### config.mk
export PLATFORM = sky130hd
export DESIGN_NAME = mvm_job_scheduler
export DESIGN_NICKNAME = d
export VERILOG_FILES = /design/src/rtl/mvm_job_scheduler.sv
export SDC_FILE = /design/constraint.sdc
export NUM_CORES = 1
export LEC_CHECK = 0
export CAP_MARGIN = 20
export CORE_MARGIN = 2
export CORE_UTILIZATION = 55
export CTS_CLUSTER_SIZE = 24
export DETAILED_ROUTE_END_ITERATION = 16
export MAX_ROUTING_LAYER = met4
export PLACE_DENSITY = 0.78
export REMOVE_ABC_BUFFERS = 1
export SYNTH_ARGS = -nofsm -noshare
export SYNTH_HDL_FRONTEND = slang
export SYNTH_SLANG_ARGS = --single-unit
### constraint.sdc
create_clock -name clk -period 4.65 [get_ports clk]
set_input_delay 0.93 -clock clk [delete_from_list [all_inputs] [get_ports clk]]
set_output_delay 0.93 -clock clk [all_outputs]
set_load 0.02 [all_outputs]
### src/rtl/mvm_job_scheduler.sv
// rtl/mvm_job_scheduler.sv - queues matrix-vector jobs and sequences the array controller one job at a time
// Optional watchdog: define JOB_WDT_EN to enable the per-job TIMEOUT_CYC watchdog and err_timeout.
module mvm_job_scheduler #(
  parameter int SIZE_W      = 8,
  parameter int PE_NUMBER   = 64,
  parameter int FIFO_DEPTH  = 4,
  parameter int TIMEOUT_CYC = 1024
) (
  input  logic                          clk,
  input  logic                          rst_n,
  input  logic                          job_valid,
  output logic                          job_ready,
  input  logic [SIZE_W-1:0]             job_rows,
  input  logic [SIZE_W-1:0]             job_cols,
  output logic                          run_req,
  output logic [SIZE_W-1:0]             row_size,
  output logic [SIZE_W-1:0]             column_size,
  input  logic                          ctrl_busy,
  input  logic                          ctrl_done,
  input  logic                          err_clr,
  output logic                          busy,
  output logic [$clog2(FIFO_DEPTH):0]   jobs_pending,
  output logic [15:0]                   done_cnt,
  output logic                          irq,
  output logic                          err_size,
  output logic                          err_timeout
);

  localparam int PTR_W = $clog2(FIFO_DEPTH);
  localparam int CNT_W = PTR_W + 1;
  localparam logic [SIZE_W:0] PE_MAX = (SIZE_W+1)'(PE_NUMBER);

  typedef enum logic [2:0] {
    S_IDLE  = 3'd0,
    S_LOAD  = 3'd1,
    S_START = 3'd2,
    S_RUN   = 3'd3,
    S_DONE  = 3'd4,
    S_ERR   = 3'd5
  } state_t;

  state_t               state_q, state_d;

  logic [2*SIZE_W-1:0]  mem_q [FIFO_DEPTH];
  logic [PTR_W-1:0]     wr_ptr_q, rd_ptr_q;
  logic [CNT_W-1:0]     count_q;
  logic                 push, pop;

  logic [SIZE_W-1:0]    row_size_q, col_size_q;
  logic [15:0]          done_cnt_q;
  logic                 err_size_q;
  logic                 err_size_set;
  logic                 job_illegal;

  // Full queue refuses new jobs even if the head is leaving this cycle.
  assign job_ready = (count_q != CNT_W'(FIFO_DEPTH));
  assign push      = job_valid & job_ready;
  assign pop       = (state_q == S_IDLE) && (count_q != '0);

  // Descriptor storage; contents need no reset since occupancy guards reads.
  always_ff @(posedge clk) begin
    if (push) begin
      mem_q[wr_ptr_q] <= {job_rows, job_cols};
    end
  end

  // Queue pointers and occupancy; depth is a power of two so pointers wrap naturally.
  always_ff @(posedge clk or negedge rst_n) begin
    if (!rst_n) begin
      wr_ptr_q <= '0;
      rd_ptr_q <= '0;
      count_q  <= '0;
    end else begin
      if (push) wr_ptr_q <= wr_ptr_q + 1'b1;
      if (pop)  rd_ptr_q <= rd_ptr_q + 1'b1;
      case ({push, pop})
        2'b10:   count_q <= count_q + 1'b1;
        2'b01:   count_q <= count_q - 1'b1;
        default: count_q <= count_q;
      endcase
    end
  end

  // Head descriptor is latched on pop and held for the whole job.
  always_ff @(posedge clk or negedge rst_n) begin
    if (!rst_n) begin
      row_size_q <= '0;
      col_size_q <= '0;
    end else if (pop) begin
      {row_size_q, col_size_q} <= mem_q[rd_ptr_q];
    end
  end

  // Zero-sized jobs and jobs taller than the PE column cannot be run.
  assign job_illegal = (row_size_q == '0) || (col_size_q == '0) ||
                       ({1'b0, row_size_q} > PE_MAX);

`ifdef JOB_WDT_EN
  localparam int WDT_W = $clog2(TIMEOUT_CYC) + 1;
  logic [WDT_W-1:0] wdt_q;
  logic             wdt_expired;
  logic             err_to_set;
  logic             err_to_q;

  assign wdt_expired = (wdt_q == WDT_W'(TIMEOUT_CYC - 1));

  // Watchdog counts cycles spent in the current START or RUN visit.
  always_ff @(posedge clk or negedge rst_n) begin
    if (!rst_n) begin
      wdt_q <= '0;
    end else if (state_d != state_q) begin
      wdt_q <= '0;
    end else if ((state_q == S_START) || (state_q == S_RUN)) begin
      wdt_q <= wdt_q + 1'b1;
    end
  end

  // Sticky timeout flag; a new timeout beats a coincident clear.
  always_ff @(posedge clk or negedge rst_n) begin
    if (!rst_n) begin
      err_to_q <= 1'b0;
    end else begin
      err_to_q <= err_to_set | (err_to_q & ~err_clr);
    end
  end

  assign err_timeout = err_to_q;
`else
  assign err_timeout = 1'b0;
`endif

  // FSM state register.
  always_ff @(posedge clk or negedge rst_n) begin
    if (!rst_n) begin
      state_q <= S_IDLE;
    end else begin
      state_q <= state_d;
    end
  end

  // Next-state and Moore outputs; run_req and irq decode straight from state.
  always_comb begin
    state_d      = state_q;
    run_req      = 1'b0;
    irq          = 1'b0;
    err_size_set = 1'b0;
`ifdef JOB_WDT_EN
    err_to_set   = 1'b0;
`endif
    case (state_q)
      S_IDLE: begin
        if (count_q != '0) state_d = S_LOAD;
      end
      S_LOAD: begin
        if (job_illegal) begin
          err_size_set = 1'b1;
          state_d      = S_IDLE;
        end else begin
          state_d = S_START;
        end
      end
      S_START: begin
        run_req = 1'b1;
        if (ctrl_busy) begin
          state_d = S_RUN;
        end
`ifdef JOB_WDT_EN
        else if (wdt_expired) begin
          err_to_set = 1'b1;
          state_d    = S_ERR;
        end
`endif
      end
      S_RUN: begin
        if (ctrl_done) begin
          state_d = S_DONE;
        end
`ifdef JOB_WDT_EN
        else if (wdt_expired) begin
          err_to_set = 1'b1;
          state_d    = S_ERR;
        end
`endif
      end
      S_DONE: begin
        irq     = 1'b1;
        state_d = S_IDLE;
      end
      S_ERR: begin
        state_d = S_IDLE;
      end
      default: begin
        state_d = S_IDLE;
      end
    endcase
  end

  // Completion counter advances once per DONE visit and wraps at 16 bits.
  always_ff @(posedge clk or negedge rst_n) begin
    if (!rst_n) begin
      done_cnt_q <= '0;
    end else if (state_q == S_DONE) begin
      done_cnt_q <= done_cnt_q + 16'd1;
    end
  end

  // Sticky size-error flag; a new discard beats a coincident clear.
  always_ff @(posedge clk or negedge rst_n) begin
    if (!rst_n) begin
      err_size_q <= 1'b0;
    end else begin
      err_size_q <= err_size_set | (err_size_q & ~err_clr);
    end
  end

  assign busy         = (state_q != S_IDLE);
  assign jobs_pending = count_q;
  assign row_size     = row_size_q;
  assign column_size  = col_size_q;
  assign done_cnt     = done_cnt_q;
  assign err_size     = err_size_q;

endmodule
# Word-level counts from Yosys, hierarchy flattened
# Memory sizes are Yosys's and may differ from the RTL's. A register that Yosys moved wholly into a read port is not among the register bits.
# Cells that the tools add are included.
dict set report totals {
  n_memories 1
  reg_bits 27
  out_inout_bits 41
  wordCells 50
  input_bits 22
  mem_bits_rw 64
}
dict set report op_classes {
  order_cmp 1
  muxes 12
  eq_ne 10
  addsub 5
  bitwise 4
  n_reduce_logical 11
}
# memory depth word_bits rd rd_clocked_by_memory_dff wr line
set mem_list {}
lappend mem_list {mem_q 4 16 1 1 1 44} ;# logic [2*SIZE_W-1:0] mem_q [FIFO_DEPTH];
# op count
set op_table {}
lappend op_table {{adder 16 x 1 -> 16 bit (second input constant)} 1}
lappend op_table {{logical NOT 8 bit} 2}
lappend op_table {{one-hot mux 3 bit (4 select lines)} 1}
lappend op_table {{2-to-1 mux 3 bit} 3}
lappend op_table {{> comparator 8 x 7 -> 1 bit (second input constant)} 1}
lappend op_table {{equality test 3 x 2 -> 1 bit (second input constant)} 2}
lappend op_table {{2-to-1 mux 1 bit} 6}
lappend op_table {{one-hot mux 3 bit (2 select lines)} 1}
lappend op_table {{nonzero test 3 bit} 2}
lappend op_table {{adder 2 x 1 -> 2 bit (second input constant)} 2}
lappend op_table {{!= test 2 bit (second input constant)} 2}
lappend op_table {{adder 3 x 1 -> 3 bit (second input constant)} 1}
lappend op_table {{equality test 3 x 1 -> 1 bit (second input constant)} 1}
lappend op_table {{equality test 3 bit (second input constant)} 1}
lappend op_table {{logical NOT 3 bit} 1}
lappend op_table {{!= test 3 bit (second input constant)} 1}
lappend op_table {{AND reduction 3 bit} 1}
lappend op_table {{subtractor 3 x 1 -> 3 bit (second input constant)} 1}
lappend op_table {{AND 1 bit} 2}
lappend op_table {{equality test 2 x 1 -> 1 bit (second input constant)} 1}
lappend op_table {{equality test 2 bit (second input constant)} 1}
lappend op_table {{logical OR 1 bit} 2}
lappend op_table {{2-to-1 mux 2 bit} 1}
lappend op_table {{!= test 2 x 1 -> 1 bit (second input constant)} 1}
lappend op_table {{5 further kinds} 5}

# Logic depth before layout (Yosys ltp)
dict set report depth {
  ltp_word 6
  ltp_mapped 10
  depth_no_buf 10
}

# Worst setup path after synthesis
# Ideal clock, no wire load.
dict set report synth_path {
  path_kind {reg-to-reg}
  start {reg state_q[0]}
  end {reg count_q[2] (netlist: jobs_pending[2])}
  path_stages_with_launch 11
  required_time_ns 4.570
  t_arrival_ns 2.283
  synth_period_minus_slack_ns 2.362
  n_path_buf 2
  setup_ns 0.080
  setup_slack_ns 2.288
  path_cell_list {dfrtp_1 > buf_6 > or3_4 > nor2_4 > buf_6 > ha_1 > inv_1 > fa_1 > xor2_1 > nor2_1 > xor2_1}
}
dict set report synth_between {
  elab_chain_len 4
  elab_cells_between_ends 6
  cone_classes {eq/ne (2); mux (1); reduce/logical (3)}
}
# element line
set synth_lines {}
lappend synth_lines {{start, declared} 42} ;# state_t state_q, state_d;
lappend synth_lines {{start signal, assigned} 137} ;# state_q <= state_d;
lappend synth_lines {{logical NOT 3 bit *} 58} ;# assign pop = (state_q == S_IDLE) && (count_q != '0);
lappend synth_lines {{logical AND 1 bit *} 58}
lappend synth_lines {{net pop} 47} ;# logic push, pop;
lappend synth_lines {{equality test 2 x 1 -> 1 bit or equality test 2 bit (tied branches)} 76} ;# case ({push, pop})
lappend synth_lines {{one-hot mux 3 bit (2 select lines) or nonzero test 2 bit (tied branches)} -}
lappend synth_lines {{end signal, assigned} 77} ;# 2'b10: count_q <= count_q + 1'b1;
lappend synth_lines {{end signal, assigned} 78} ;# 2'b01: count_q <= count_q - 1'b1;
lappend synth_lines {{end signal, assigned} 79} ;# default: count_q <= count_q;
lappend synth_lines {{end, declared} 46} ;# logic [CNT_W-1:0] count_q;
# Mark *: on every way through the listed nets, which the timed path passes. The rest lies on a longest branch.
# A chain may end at the register's enable or synchronous reset.

# Worst setup path in the final report
dict set report layout_path {
  start {reg state_q[0]}
  end {out irq}
}
dict set report layout_between {
  elab_chain_len 2
}
# element line
set layout_lines {}
lappend layout_lines {{equality test 3 bit} 150} ;# case (state_q)
lappend layout_lines {{2-to-1 mux 1 bit} 150}
lappend layout_lines {{end, declared} 24} ;# output logic irq,
# Every way passes these cells.

==> impl_metrics.py <==
metrics = {
    "floorplanning": {
        "start_util_pct": 55.92,
        "die_area_mm2": 0.008497,
        "coreArea_mm2": 0.007647,
        "dieWidth_um": 92.18,
        "io_pins": 63,
        "row_count": 32,
        "die_height_um": 92.18,
    },
    "drt": {
        "routed_wl_um": 7285,
        "wl_per_cell_um": 17.47,
        "first_iter_violations": 105,
        "via_per_inst": 5.357,
        "drtPass1Iterations": 4,
        "vias": 2234,
        "drc": 0,
        "ant_nets": 0,
    },
    "logic_synthesis": {
        "async_reset_ff_share_pct": 40.19,
        "syn_inst": 244,
        "ys_types": 37,
        "synthSimpleGateAreaFrac_pct": 6.758,
        "synth-xor-area-share_pct": 4.301,
        "ys.flop_type": "edfxtp_1",
        "yosysMostFrequentCell": "edfxtp_1",
        "ys_seq_area_share_pct": 70.10,
        "synth_area_mm2": 0.004277,
        "synth_top_area_cell": "edfxtp_1",
        "synth_area_leaders": "edfxtp_1, dfrtp_1, mux4_2",
        "synthMuxAreaShare_pct": 13.63,
        "synth_compound_area_share_pct": 0.8192,
        "synthAdderAreaFrac_pct": 2.224,
        "syn_avg_cell_area_um2": 17.53,
        "yosysWarnings": 0,
        "synth_common_cells": "edfxtp_1, dfrtp_1, mux4_2",
        "ys_seq_elements": 107,
        "synth_top_area_share_pct": 44.94,
        "synth_edf_count": 64,
        "synth_top_family_by_area": "multiplexers",
    },
    "power": {
        "leakagePower_nw": 1.982,
        "report.power.total_mw": 3.254,
        "ir_worst_vdd_uv": 323.6,
        "power.density_mw_per_mm2": 624.5,
    },
    "clock_tree": {
        "cts_resized": 0,
        "root_buffer": "clkbuf_8",
        "postCtsHoldBufs": 0,
        "clockBufferDepth": 2,
        "clk_pin_slew_ns": 0.11,
        "htree_levels": 3,
        "numCtsBuffers": 9,
        "cts_setup_buffers": 0,
        "clock_latency_ns": 0.37,
        "clock-sinks": 107,
        "tritoncts": "done",
    },
    "worst_setup_path": {
        "worstPathMaxFanout": 9,
        "reg2reg_slack_ns": 2.03,
        "cp.required_ns": 3.72,
        "max_stage_delay_ns": 0.70,
        "arrival_ns": 2.04,
        "r2r_cells": 8,
        "end_kind": "output pin",
        "crit_chain": "nor3b_1, clkdlybuf4s50_1",
        "reg2reg_to": "jobs_pending[2]",
        "critPathLaunchType": "register",
        "worstSetupPathType": "register to output pin",
        "cp_slowest_cell": "clkdlybuf4s50_1",
        "startpoint": "state_q[0]",
        "r2r-start": "state_q[0]",
    },
    "sta": {
        "setup_viol": 0,
        "hold_viol_final": 0,
        "worst_pin_slew_ns": 0.9642,
        "finalSetupTns_ns": 0,
        "slew_viol_final": 0,
        "layout_min_cycle_time_ns": 2.974,
        "timing.final.crit_share_pct": 63.96,
        "fin_skew_ns": 0.01688,
        "max_freq_mhz": 336.2,
        "hold_ws_ns": 0.4853,
        "slew_headroom_pct": 35.72,
        "grt_setup_unrepaired": "no",
    },
    "placed_design": {
        "place_inst": 400,
        "io_buffers": 61,
        "gp_congestion": 0.8499,
        "dpl_cell_area_mm2": 0.004955,
        "dp_hpwl_um": 4793,
    },
    "layout": {
        "n_antenna_cell": 0,
        "area.growth.synth_to_final_pct": 21.83,
        "final_cell_area_mm2": 0.005210,
        "fin_cells": 417,
        "finalNetCount": 339,
        "drive_above_1_share_pct": 17.14,
    },
    "min_path": {
        "min_path_cells": 1,
        "hp-class": "register to register",
        "hp-start": "done_cnt[15]",
        "hold_path_end": "done_cnt[15]",
    },
    "global_route": {
        "grt_max_degree": 44,
        "antenna_found_initial": 0,
        "globalRouteTotalUtil_pct": 19.26,
        "grt-ovfl-total": 0,
        "grt_first_pass_wirelength_um": 11770,
        "grt_pass1_vias": 2331,
    },
    "job": {
        "maxCapViolCount": 0,
    },
    "outcome": {
        "status": "finished clean",
    },
}
[power breakdown]
part / total, mW / internal, mW / switching, mW / leakage, nW
Clock: 0.638 / 0.313 / 0.324 / 0.116
Combinational: 1.14 / 0.615 / 0.530 / 0.739
Sequential: 1.47 / 1.27 / 0.200 / 1.13
Total: 3.25 / 2.20 / 1.05 / 1.98
[cell type report]
type | count | area [µm²]
Sequential cell | 107 | 2998
Fill cell | 532 | 2437
Multi-Input combinational cell | 121 | 1190
Timing Repair Buffer | 62 | 633.1
Tap cell | 102 | 127.6
Clock buffer | 9 | 123.9
Clock inverter | 7 | 103.9
Inverter | 9 | 33.78
[per-stage QoR]
stage,setup WS (ns),util (%)
final,1.676,68.13
after detailed placement,1.836,64.79
after floorplan,2.284,-
after global placement,1.958,64.79
after global routing,1.501,68.13
after CTS,1.651,67.77
[worst max path at each step]
stage | slack, ns | endpoint | depth (start not counted)
final | 1.68 | irq | 2
after global routing | 1.50 | irq | 2
after CTS | 1.65 | irq | 2
after detailed placement | 1.84 | jobs_pending[2] | 9
after global placement | 1.96 | jobs_pending[2] | 9
after floorplan | 2.28 | jobs_pending[2] | 8
[worst max-delay path, delay by kind of cell, from the launching register on]
| kind | cells | cell delay [ns] |
|---|---|---|
| AND/OR/NAND/NOR | 1 | 0.48 |
| buffers and inverters | 1 | 0.70 |
| flip-flops | 1 | 0.49 |
[registers in the layout, summed over array words and instances, names as in the netlist]
register      flops
rd_ptr_q          2
done_cnt         16
err_size          1
jobs_pending      3
wr_ptr_q          2
state_q           3
mem_q            64
column_size       8
row_size          8
[layer usage]
layer / vias to the layer above / share of wire, % / global-route usage, %
met3: 8 / 3.6 / 2.712
met4: 0 / 1.7 / 8.955
met5: - / 0 / -
met2: 64 / 50 / 30.58
li1: 1042 / - / -
met1: 1120 / 45 / 25.04
[layout by cell type (no fill, tap or decap), drive strengths merged, types with 2 or more instances in the layout]
master,synthesis,routed
clkdlybuf4s50,0,60
nor3,5,5
dfrtp,43,43
mux2,18,18
and4,2,2
xor2,12,12
ha,6,6
mux4,16,16
and2,2,2
xnor2,9,9
nand2,8,8
or4,2,2
buf,7,2
clkbuf,0,9
nor4,2,2
a21oi,2,2
nand3,8,8
and3,6,6
mux2i,2,2
nor2,10,10
inv,9,14
bufinv,0,2
edfxtp,64,64
[cell families (layout without fill, tap and decap cells)]
kind of cell	Yosys count	count (layout)
AO/OA/AOI/OAI	5	5
XOR/XNOR	21	21
adder cells (fa/ha/maj)	7	7
buffers and inverters	16	87
flip-flops	107	107
multiplexers	36	36
other	1	1
AND/OR/NAND/NOR	51	51
(Power assumes the default switching activity.)
